File: src/rtl/flappy_game_ctrl.sv
// rtl/flappy_game_ctrl.sv - Flappy Bird game sequencing, bird physics, scroll gating and BCD score
module flappy_game_ctrl #(
    parameter int SCREEN_H    = 480,
    parameter int BIRD_H      = 16,
    parameter int START_Y     = 232,
    parameter int GRAV        = 1,
    parameter int FLAP_VEL    = 8,
    parameter int VMAX        = 12,
    parameter int DEAD_FRAMES = 60
) (
    input  logic       clk,
    input  logic       rst_n,
    input  logic       ena,
    input  logic       flap_btn,
    input  logic       start_btn,
    input  logic       frame_tick,
    input  logic       collide,
    input  logic       pipe_passed,
    output logic [8:0] bird_y,
    output logic       scroll_en,
    output logic       pipe_reset,
    output logic [7:0] score,
    output logic [1:0] game_state
);

    typedef enum logic [1:0] {
        ST_IDLE = 2'd0,
        ST_PLAY = 2'd1,
        ST_DEAD = 2'd2,
        ST_OVER = 2'd3
    } state_t;

    localparam int CW = $clog2(DEAD_FRAMES + 1);
    localparam logic [8:0]        FLOOR_Y = 9'(SCREEN_H - BIRD_H);
    localparam logic [8:0]        START_V = 9'(START_Y);
    localparam logic signed [6:0] GRAV_V  = 7'(GRAV);
    localparam logic signed [6:0] VMAX_V  = 7'(VMAX);
    localparam logic signed [5:0] FLAP_V  = 6'(-FLAP_VEL);
    localparam logic [CW-1:0]     DEAD_LAST = CW'(DEAD_FRAMES - 1);

    state_t             state_q, state_d;
    logic [8:0]         bird_y_q, bird_y_d;
    logic signed [5:0]  vel_q, vel_d;
    logic               flap_pend_q, flap_pend_d;
    logic [7:0]         score_q, score_d;
    logic               pipe_reset_q, pipe_reset_d;
    logic [CW-1:0]      dead_cnt_q, dead_cnt_d;

    logic flap_s1_q, flap_s2_q, flap_prev_q;
    logic start_s1_q, start_s2_q, start_prev_q;
    logic flap_edge, start_edge;

    logic signed [6:0]  vel_inc;
    logic signed [5:0]  vel_fall, vel_phys;
    logic signed [10:0] y_sum;
    logic [8:0]         y_new;
    logic [7:0]         score_inc;
    logic               dying;

    // Button synchronizers and previous-value registers for edge detection
    always_ff @(posedge clk or negedge rst_n) begin
        if (!rst_n) begin
            flap_s1_q    <= 1'b0;
            flap_s2_q    <= 1'b0;
            flap_prev_q  <= 1'b0;
            start_s1_q   <= 1'b0;
            start_s2_q   <= 1'b0;
            start_prev_q <= 1'b0;
        end else if (ena) begin
            flap_s1_q    <= flap_btn;
            flap_s2_q    <= flap_s1_q;
            flap_prev_q  <= flap_s2_q;
            start_s1_q   <= start_btn;
            start_s2_q   <= start_s1_q;
            start_prev_q <= start_s2_q;
        end
    end

    assign flap_edge  = flap_s2_q & ~flap_prev_q;
    assign start_edge = start_s2_q & ~start_prev_q;

    // Game state and physics registers, all frozen while the tile is disabled
    always_ff @(posedge clk or negedge rst_n) begin
        if (!rst_n) begin
            state_q      <= ST_IDLE;
            bird_y_q     <= START_V;
            vel_q        <= '0;
            flap_pend_q  <= 1'b0;
            score_q      <= 8'h00;
            pipe_reset_q <= 1'b0;
            dead_cnt_q   <= '0;
        end else if (ena) begin
            state_q      <= state_d;
            bird_y_q     <= bird_y_d;
            vel_q        <= vel_d;
            flap_pend_q  <= flap_pend_d;
            score_q      <= score_d;
            pipe_reset_q <= pipe_reset_d;
            dead_cnt_q   <= dead_cnt_d;
        end
    end

    // Per-frame physics: gravity with terminal velocity, flap override, clamp to screen
    always_comb begin
        vel_inc  = $signed({vel_q[5], vel_q}) + GRAV_V;
        vel_fall = (vel_inc > VMAX_V) ? VMAX_V[5:0] : vel_inc[5:0];
        vel_phys = (state_q == ST_PLAY && flap_pend_q) ? FLAP_V : vel_fall;
        y_sum    = $signed({2'b00, bird_y_q}) + $signed({{5{vel_phys[5]}}, vel_phys});
        if (y_sum[10]) begin
            y_new = 9'd0;
        end else if (y_sum > $signed({2'b00, FLOOR_Y})) begin
            y_new = FLOOR_Y;
        end else begin
            y_new = y_sum[8:0];
        end
    end

    // Saturating two-digit BCD increment
    always_comb begin
        score_inc = score_q;
        if (score_q != 8'h99) begin
            if (score_q[3:0] == 4'd9) begin
                score_inc = {score_q[7:4] + 4'd1, 4'd0};
            end else begin
                score_inc = {score_q[7:4], score_q[3:0] + 4'd1};
            end
        end
    end

    // Next-state logic; a frame_tick in a transition cycle is handled under the old state
    always_comb begin
        state_d      = state_q;
        bird_y_d     = bird_y_q;
        vel_d        = vel_q;
        flap_pend_d  = flap_pend_q;
        score_d      = score_q;
        pipe_reset_d = 1'b0;
        dead_cnt_d   = dead_cnt_q;
        dying        = 1'b0;
        case (state_q)
            ST_IDLE: begin
                bird_y_d    = START_V;
                vel_d       = '0;
                flap_pend_d = 1'b0;
                if (start_edge) begin
                    state_d      = ST_PLAY;
                    pipe_reset_d = 1'b1;
                    score_d      = 8'h00;
                end
            end
            ST_PLAY: begin
                flap_pend_d = flap_pend_q | flap_edge;
                if (frame_tick) begin
                    flap_pend_d = flap_edge;
                    vel_d       = vel_phys;
                    bird_y_d    = y_new;
                    if (collide || y_new == FLOOR_Y) begin
                        dying       = 1'b1;
                        state_d     = ST_DEAD;
                        dead_cnt_d  = '0;
                        flap_pend_d = 1'b0;
                    end
                end
                if (pipe_passed && !dying) begin
                    score_d = score_inc;
                end
            end
            ST_DEAD: begin
                flap_pend_d = 1'b0;
                if (frame_tick) begin
                    vel_d    = vel_phys;
                    bird_y_d = y_new;
                    if (dead_cnt_q == DEAD_LAST) begin
                        state_d = ST_OVER;
                    end else begin
                        dead_cnt_d = dead_cnt_q + 1'b1;
                    end
                end
            end
            default: begin
                flap_pend_d = 1'b0;
                if (start_edge) begin
                    state_d  = ST_IDLE;
                    bird_y_d = START_V;
                    vel_d    = '0;
                end
            end
        endcase
    end

    assign bird_y     = bird_y_q;
    assign scroll_en  = (state_q == ST_PLAY);
    assign pipe_reset = pipe_reset_q;
    assign score      = score_q;
    assign game_state = state_q;

endmodule

File: config.mk
export PLATFORM = sky130hd
export DESIGN_NAME = flappy_game_ctrl
export DESIGN_NICKNAME = d
export VERILOG_FILES = /design/src/rtl/flappy_game_ctrl.sv
export SDC_FILE = /design/constraint.sdc
export NUM_CORES = 1
export LEC_CHECK = 0
export CAP_MARGIN = 20
export CELL_PAD_IN_SITES_DETAIL_PLACEMENT = 1
export CELL_PAD_IN_SITES_GLOBAL_PLACEMENT = 2
export CORE_MARGIN = 10
export CORE_UTILIZATION = 40
export CTS_CLUSTER_SIZE = 10
export DETAILED_ROUTE_END_ITERATION = 7
export DONT_BUFFER_PORTS = 1
export GPL_TIMING_DRIVEN = 0
export PLACE_DENSITY = 0.8
export SYNTH_ARGS = -nofsm -noshare
export SYNTH_HDL_FRONTEND = slang
export SYNTH_SLANG_ARGS = --single-unit
File: constraint.sdc
create_clock -name clk -period 8.1 [get_ports clk]
set_input_delay 2.43 -clock clk [delete_from_list [all_inputs] [get_ports clk]]
set_output_delay 2.43 -clock clk [all_outputs]
set_load 0.03 [all_outputs]
==> results of run 1 <==
==> layout make-up <==
type | count | area, µm²
Buffer | 17 | 66.3
Clock buffer | 6 | 72.6
Clock inverter | 2 | 60.1
Fill cell | 896 | 4040
Inverter | 19 | 71.3
Multi-Input combinational cell | 276 | 1950
Sequential cell | 39 | 981
Tap cell | 99 | 124
==> cells in the final DEF (no fill, tap or decap), drive strengths merged, types with 8 or more instances in the layout <==
cell type   n
nor3       10
a21oi      13
o21ai      20
mux2        8
nor2       21
nor2b       8
and3        9
inv        19
nand3      18
clkbuf     18
nand2      38
ha         19
a22o        8
dfrtp      35
==> layer usage <==
layer	wire length, µm	track usage (%)	part of all wire (%)	up-vias
met3	298	3.53	3.6	8
met1	3970	19.6	47	1314
met2	4020	24.1	48	25
met5	0	0	0	-
met4	76	3.24	0.91	0
li1	-	-	-	1312
==> how the worst max path moves through the flow <==
| stage | depth (start not counted) | slack, ps | from | end |
|---|---|---|---|---|
| 6_report | 18 | 2550 | game_state[1] | game_state[1] |
| 5_1_grt | 18 | 2130 | game_state[1] | game_state[1] |
| 4_1_cts | 18 | 2520 | game_state[1] | game_state[1] |
| 3_5_place_dp | 18 | 2580 | game_state[1] | game_state[1] |
| 3_3_place_gp | 18 | 2670 | game_state[1] | game_state[1] |
| 2_1_floorplan | 18 | 3550 | game_state[1] | game_state[1] |
==> cell usage after synthesis (5+ instances only) <==
cell and number:
a221o_1 6, nor2_1 21, a31oi_1 7, nor3_1 10, a22o_1 8, a21oi_1 13
clkbuf_1 11, nand4_1 7, mux2_2 8, and3_1 9, a211o_1 5, dfrtp_1 35
nand3_1 18, nor2b_1 8, inv_1 19, ha_1 19, o21ai_0 19, nand2_1 38
xnor2_1 7
==> sequential cells by signal, indices dropped and copies added, names as in the netlist <==
name / cells
flap_prev_q: 1
score: 8
flap_pend_q: 1
start_s1_q: 1
start_prev_q: 1
start_s2_q: 1
game_state: 2
bird_y: 9
dead_cnt_q: 6
vel_q: 6
flap_s1_q: 1
pipe_reset: 1
flap_s2_q: 1
==> worst register-to-register path: cells and delay by family, from the launching register on <==
family / cells / cell delay, ps
muxes: 1 / 370
buffers and inverters: 4 / 660
and+or+nand+nor: 6 / 1630
DFF: 1 / 590
adders and majority gates: 3 / 850
AOI/OAI and AO/OA: 4 / 1350
==> power groups by stage <==
stage	Combinational, mW	Sequential [mW]	Clock [mW]
after global placement	0.798	0.421	0
final	0.817	0.416	0.196
after floorplan	0.645	0.394	0
after detailed placement	0.814	0.424	0
after global routing	0.918	0.432	0.211
after CTS	0.820	0.420	0.201
==> metrics by stage <==
stage               power, mW  setup slack [ps]  utilization, %  instances
floorplan                1.04              3550               -        351
global route             1.56              2130            45.2        458
CTS                      1.44              2520            45.2        458
finish                   1.43              2550            45.2        458
detailed placement       1.24              2580            43.4        450
global placement         1.22              2670            43.4        450
==> logic make-up (layout without fill, tap and decap cells) <==
family                   Yosys count  in the layout  share of synthesized area (%)
XOR/XNOR                          11             11                           3.14
buffers and inverters             36             44                           4.48
flip-flops                        39             39                           31.9
multiplexers                       9              9                           3.26
adder cells (fa/ha/maj)           20             20                           8.39
AO/OA/AOI/OAI                     96             96                           24.2
AND/OR/NAND/NOR                  140            140                           24.6
==> metrics.txt, run 1 <==
CP Launch Type flop; # hold bufs at CTS 0; Slew HR 54.5%; sequential share of power between 20% and 30%; Nets 386; CTS buffer count 5; Post-synth EDFFs 0; drt pass-1 iters 4; commonest register cell after synthesis dfrtp_1; maxcap violations 0; DR DRC count 0; Tightest Pin Transition around 680 ps; Syn Area/Cell a little under 9 µm²; Die Ht approximately 110 µm; Die Area 11600 µm²; HP Class flop to flop; CTS-repair resized insts 0; layout cells sized above 1 between 10 and 15%; GR Overflow Total 0; VDD IR max roughly 0.18 mV; endpoints failing hold 0; Clock Skews about 13 ps; setup violators final 0; I/O Buffers 0; Mapped Cells about 350; largest area contributor in the netlist dfrtp_1; CP endpoint kind flop; Synth Cell Area a little over 3000 µm²; Psw 0.724 mW; Worst path top cell family by delay simple AND/OR/NAND/NOR gates; Post-DP HPWL approximately 6.3 mm; worst hold stages 1; WL per Instance about 18 µm; initial antenna violation count 0; Clock Latency Late Sink about 300 ps; Root Buffer clkbuf_8; overall global routing resource usage between 10 and 15%; period utilisation layout 68.5%; Synth top area share 28.5%; number of global-route vias before repair 2783; WP data required 8290 ps; DR iter-0 viols 138; Worst Path Buf+Inv 4; row count 31; asr flop ratio synth 100%; CTS clk-pin slew, worst paths approximately 90 ps; crit-path cells inv_1, ha_1, clkbuf_1, nand2_1, a21boi_0, and2b_1, ha_1, inv_1, fa_1, buf_1, nor2b_1, o311ai_0, nand3_1, nor4_4, a21oi_1, o211ai_2, nor4b_4, mux2_2; Clk pwr share a little over an eighth; routability cong. 0.778; Die Wd approximately 110 µm; worst path arrival time around 5700 ps; Post-DP Area 3200 µm²; largest net degree at the start of global routing 40; P&R area growth vs syn 8.35%; CTS tree built; worst-case clock buffer depth 2; R2R setup slack 2550 ps; core area between 7000 and 8000 µm²; Comb power frac between 50% and 60%; CP peak stage delay ~590 ps; CTS Sinks 39; Slew Viols, Final 0; Routed Antenna Nets 0; Min Clock Period, post-route approximately 5600 ps; design area between 3000 and 4000 µm²; # diodes 0; Netlist cell types between 60 and 70; boundary pin count 29; status finished, final reports clean; total number of vias around 2.7k; worst hold margin 491 ps; Leak between 1 and 1.5 nW; FF-to-FF path depth 18; R2R Path End game_state[1]; sequential fraction of the synthesis area 31.9%; drt via density slightly below 6; Slowest cell on crit path dfrtp_1; final setup TNS 0 ps; WHS Endpoint flap_pend_q; Peak Freq between 150 and 200 MHz; crit path max fanout 9; Initial Utilization between 40% and 50%; RR Startpoint game_state[1]; largest cells by area after synthesis dfrtp_1, ha_1, nand2_1; RSZ-0062 raised after global routing no; post-CTS setup repair buffer count 0; hold path startpoint flap_pend_q; synthesized net count 379; Int Pwr 0.704 mW; critical path class flop to flop; Sw Ratio approximately half; final WL around 8.4 mm; total of warnings raised by yosys 0; PD cells about 430 nW/µm²; H-tree depth 2; first-pass GRT wire length about 14 mm; #FFs+latches synth 39
Power figures use the tool's default switching activity.
==> run 2: changes to the inputs <==
Clock period 8.1 ns to 5.73 ns, I/O delays scaled along.
==> run 2 against run 1 <==
Effect of this change:
- cell count is the same
- register-to-register slack lost 2100 ps
- routed wire length is essentially flat
- cell area is essentially flat
- die area is the same
- via count grew 0.64%
- count of clock-buffer cells in the layout is the same
- sequential share of layout area is essentially flat
- worst setup slack lost 2100 ps
- fmax grew 5.8%
- core utilization is essentially flat
- critical path type unchanged
- critical endpoint unchanged
==> metrics.txt, run 2 (synthesized netlist as in run 1, its figures left out) <==
Initial Utilization a little over two fifths; largest net degree at the start of global routing 40; GR Overflow Total 0; Pwr Total about 2 mW; HP Class flop to flop; post-CTS setup repair buffer count 0; Min Clock Period, post-route around 5200 ps; Die Area 11600 µm²; Non-Filler Instances ~460; crit path max fanout 9; CP endpoint kind flop; overall global routing resource usage 14.9%; layout cells sized above 1 roughly 10%; setup violators final 0; area of the multi-input gates 1950 µm²; maxcap violations 0; initial antenna violation count 0; RSZ-0062 raised after global routing no; CTS clk-pin slew, worst paths 90 ps; final setup TNS 0 ps; setup slack after layout about 480 ps; worst path arrival time 5440 ps; Clock Latency Late Sink roughly 300 ps; Tightest Pin Transition between 600 and 700 ps; Slew Viols, Final 0; Die Wd 108 µm; Peak Freq 191 MHz; CTS Sinks 39; DR DRC count 0; # diodes 0; Post-DP HPWL between 6 and 7 mm; Root Buffer clkbuf_8; final WL approximately 8.4 mm; first-pass GRT wire length about 14 mm; drt via density between 5 and 6; status finished, final reports clean; Slew HR a little over half; number of global-route vias before repair roughly 2.8k; commonest non-fill, non-tap cell in the layout nand2_1; max reg flops 9; WL per Instance between 15 and 20 µm; endpoints failing hold 0; routability cong. 0.778; Routed Antenna Nets 0; drt pass-1 iters 4; CTS buffer count 5; total number of vias around 2.7k; row count 31; utilization after layout 45.2%; # hold bufs at CTS 0; boundary pin count 29; dpl ws approximately 210 ps; Die Ht 108 µm; WP data required roughly 5900 ps; VDD IR max between 0.2 and 0.3 mV; placed cell count 450; Nets slightly below 400; period utilisation layout around 92%; Clock Skews ~14 ps; core area approximately 7400 µm²; Leak between 1 and 1.5 nW; PD cells ~610 nW/µm²; P&R area growth vs syn 8.39%; fillcell total between 800 and 900; worst-case clock buffer depth 2; FF/Latch Area between 900 and 1000 µm²; CTS tree built; most frequent cells in the layout nand2_1, dfrtp_1, nor2_1; CTS-repair resized insts 0; critical path class flop to flop; H-tree depth 2; CP Launch Type flop; DR iter-0 viols ~120; I/O Buffers 0
run 2: cell count changes in the layout (fill, tap and decap cells not counted):
cell / delta
a21boi_0: -1
a21boi_1: +1
dfrtp_2: +1
dfrtp_1: -1
run 2: per-layer routing:
metal  vias to the layer above  wire length (µm)  track usage (%)
met5                         -                 0                0
met4                         0                76             3.24
met3                         8               384             3.53
met2                        37              4020             24.1
met1                      1315              3890             19.6
li1                       1316                 -                -
run 2: cell type report:
class	instances	share of cell area, %
tap	99	3.72
multi-input combinational	276	58.7
clock buffer	6	2.18
sequential	39	29.5
buffer	17	1.99
clock inverter	2	1.80
inverter	19	2.14
run 2: final timing paths:
check,from,endpoint,slack [ps],depth (start not counted)
max,game_state[0],game_state[1],480,17
min,flap_pend_q,flap_pend_q,490,1
max reg2reg,game_state[0],game_state[1],480,17
min reg2reg,flap_pend_q,flap_pend_q,490,1
max in group asynchronous,rst_n,bird_y[7],4430,0
min in group asynchronous,rst_n,dead_cnt_q[5],1100,0
run 2: power breakdown:
| part | internal (mW) | total (mW) | leakage (nW) | switching [mW] |
|---|---|---|---|---|
| Combinational | 0.454 | 1.15 | 0.860 | 0.700 |
| Clock | 0.174 | 0.278 | 0.0654 | 0.104 |
| Sequential | 0.369 | 0.590 | 0.487 | 0.221 |
| Total | 0.997 | 2.02 | 1.41 | 1.02 |
run 2: worst max-delay path, stage by stage (launching register included):
cell      delay, ps
dfrtp_1         530
ha_1            400
clkbuf_1        250
nand2_1         230
a21boi_1        410
and2b_1         200
ha_1            160
inv_1            50
fa_1            360
buf_1           220
nor2b_1         210
o311ai_0        320
nand3_1         220
nor4_4          410
a21oi_1         150
o211ai_2        320
nor4b_4         320
mux2_2          370
run 2: stage by stage:
stage,instance area [µm²],hold WS (ps)
floorplan,3070,450
global placement,3200,464
detailed placement,3200,471
CTS,3330,491
global route,3330,518
finish,3330,491
==> run 3: changes to the inputs <==
Settings changed: PLACE_DENSITY 0.8 to 0.86.
==> run 3 against run 2 <==
Effect of this change:
- core utilization fell by 0.70 points
- routed wire length fell by 0.19%
- die area did not move
- combinational power barely moved
- clock skew fell by 11 ps
- sequential share of layout area rose by 0.46 points
- clock power fell by 33%
- power fell by 4.3%
- first-iteration DRC count rose by 5.8%
- via count rose by 1.2%
- cell area fell by 1.5%
- critical endpoint unchanged
- largest cell class unchanged
- largest power group unchanged
==> metrics.txt, run 3 (synthesized netlist as in run 1, its figures left out) <==
VDD IR max a little over 0.2 mV; Routed Antenna Nets 0; Int Pwr about 0.91 mW; Clock Skews between 2 and 3 ps; first-pass GRT wire length between 10 and 15 mm; RR Startpoint game_state[1]; Die Wd about 110 µm; H-tree depth 2; worst hold margin ~500 ps; WHS Endpoint flap_pend_q; status finished, final reports clean; routability cong. a little under 0.8; Sw Ratio between 50% and 60%; critical path class flop to flop; setup violators final 0; endpoints failing hold 0; period utilisation layout approximately nine tenths; drt via density 5.91; CTS-repair resized insts 0; WP data required just under 6000 ps; Die Ht about 110 µm; # diodes 0; sequential share of power between 30% and 40%; drt pass-1 iters 4; overall global routing resource usage between 10% and 20%; worst-case clock buffer depth 2; # hold bufs at CTS 0; DR DRC count 0; placed cell count 450; DR iter-0 viols 128; post-CTS setup repair buffer count 0; Slew Viols, Final 0; largest net degree at the start of global routing 40; setup slack after layout ~500 ps; Min Clock Period, post-route ~5200 ps; CTS clk-pin slew, worst paths 80 ps; FF-to-FF path depth 18; Clock Latency Late Sink about 290 ps; Tightest Pin Transition slightly below 700 ps; RSZ-0062 raised after global routing no; FF/Latch Area ~980 µm²; Die Area roughly 12000 µm²; P&R area growth vs syn 6.72%; design area 3280 µm²; hold path startpoint flap_pend_q; WL per Instance ~18 µm; Peak Freq 191 MHz; Initial Utilization roughly two fifths; CP endpoint kind flop; CTS buffer count 5; CTS Sinks 39; R2R setup slack about 490 ps; dpl ws just over 200 ps; Clk pwr share 9.6%; PD cells just under 600 nW/µm²; most frequent cells in the layout nand2_1, dfrtp_1, nor2_1; I/O Buffers 0; row count 31; Slew HR between 50 and 60%; fillcell total about 920; initial antenna violation count 0; Leak 1.39 nW; total number of vias about 2.7k; worst hold stages 1; number of global-route vias before repair about 2.7k; Psw around 1.0 mW; Post-DP HPWL 6.27 mm; final setup TNS 0 ps; CP Launch Type flop; CTS tree built; crit path max fanout 9; final WL roughly 8.3 mm; HP Class flop to flop; maxcap violations 0; Root Buffer clkbuf_8; commonest non-fill, non-tap cell in the layout nand2_1; worst path arrival time 5430 ps; Non-Filler Instances roughly 460; Post-DP Area between 3000 and 4000 µm²; core area around 7400 µm²; max reg flops 9; boundary pin count 29; Nets ~390; R2R Path End game_state[1]; GR Overflow Total 0; Comb power frac roughly three fifths; area of the multi-input gates between 1500 and 2000 µm²; layout cells sized above 1 between 10% and 20%
==> run 3: power groups by stage <==
stage / logic (mW) / clock network (mW) / registers [mW]
3_5_place_dp: 1.15 / 0 / 0.597
2_1_floorplan: 0.912 / 0 / 0.557
3_3_place_gp: 1.13 / 0 / 0.592
6_report: 1.16 / 0.185 / 0.588
5_1_grt: 1.30 / 0.207 / 0.609
4_1_cts: 1.16 / 0.195 / 0.592
==> run 3: layout make-up <==
class                           count  share of cell area (%)
Sequential cell                    39                    30.0
Clock inverter                      1                   0.153
Clock buffer                        7                    2.33
Buffer                             17                    2.02
Inverter                           19                    2.18
Multi-Input combinational cell    276                    59.6
Tap cell                           99                    3.78
==> run 3: worst max path at each step <==
stage	start	to	slack [ps]
global route	game_state[1]	game_state[1]	130
floorplan	game_state[1]	game_state[1]	1180
finish	game_state[1]	game_state[1]	490
detailed placement	game_state[1]	game_state[1]	200
CTS	game_state[1]	game_state[1]	160
global placement	game_state[1]	game_state[1]	340
==> run 3: per-layer routing <==
metal / vias to the layer above / share of wire, % / global-route usage, % / wire, µm
li1: 1310 / - / - / -
met1: 1349 / 48 / 18.7 / 3970
met2: 41 / 46 / 23.9 / 3870
met3: 9 / 5.1 / 4.49 / 429
met4: 0 / 0.91 / 3.24 / 76
met5: - / 0 / 0 / 0
==> run 3: worst max-delay path, cell delays in order (launching register included) <==
cell,delay [ps]
dfrtp_2,500
inv_1,110
ha_1,330
clkbuf_1,260
nand2_1,230
a21boi_1,390
and2b_1,190
ha_1,160
inv_1,50
fa_1,360
buf_1,250
nor2b_1,230
o311ai_0,310
nand3_1,230
nor4_4,400
a21oi_1,150
o211ai_2,300
nor4b_4,320
mux2_2,370
==> run 3: metrics by stage <==
stage	power (mW)	utilization (%)
global route	2.12	44.5
CTS	1.95	44.5
global placement	1.72	43.4
detailed placement	1.75	43.4
floorplan	1.47	-
finish	1.93	44.5
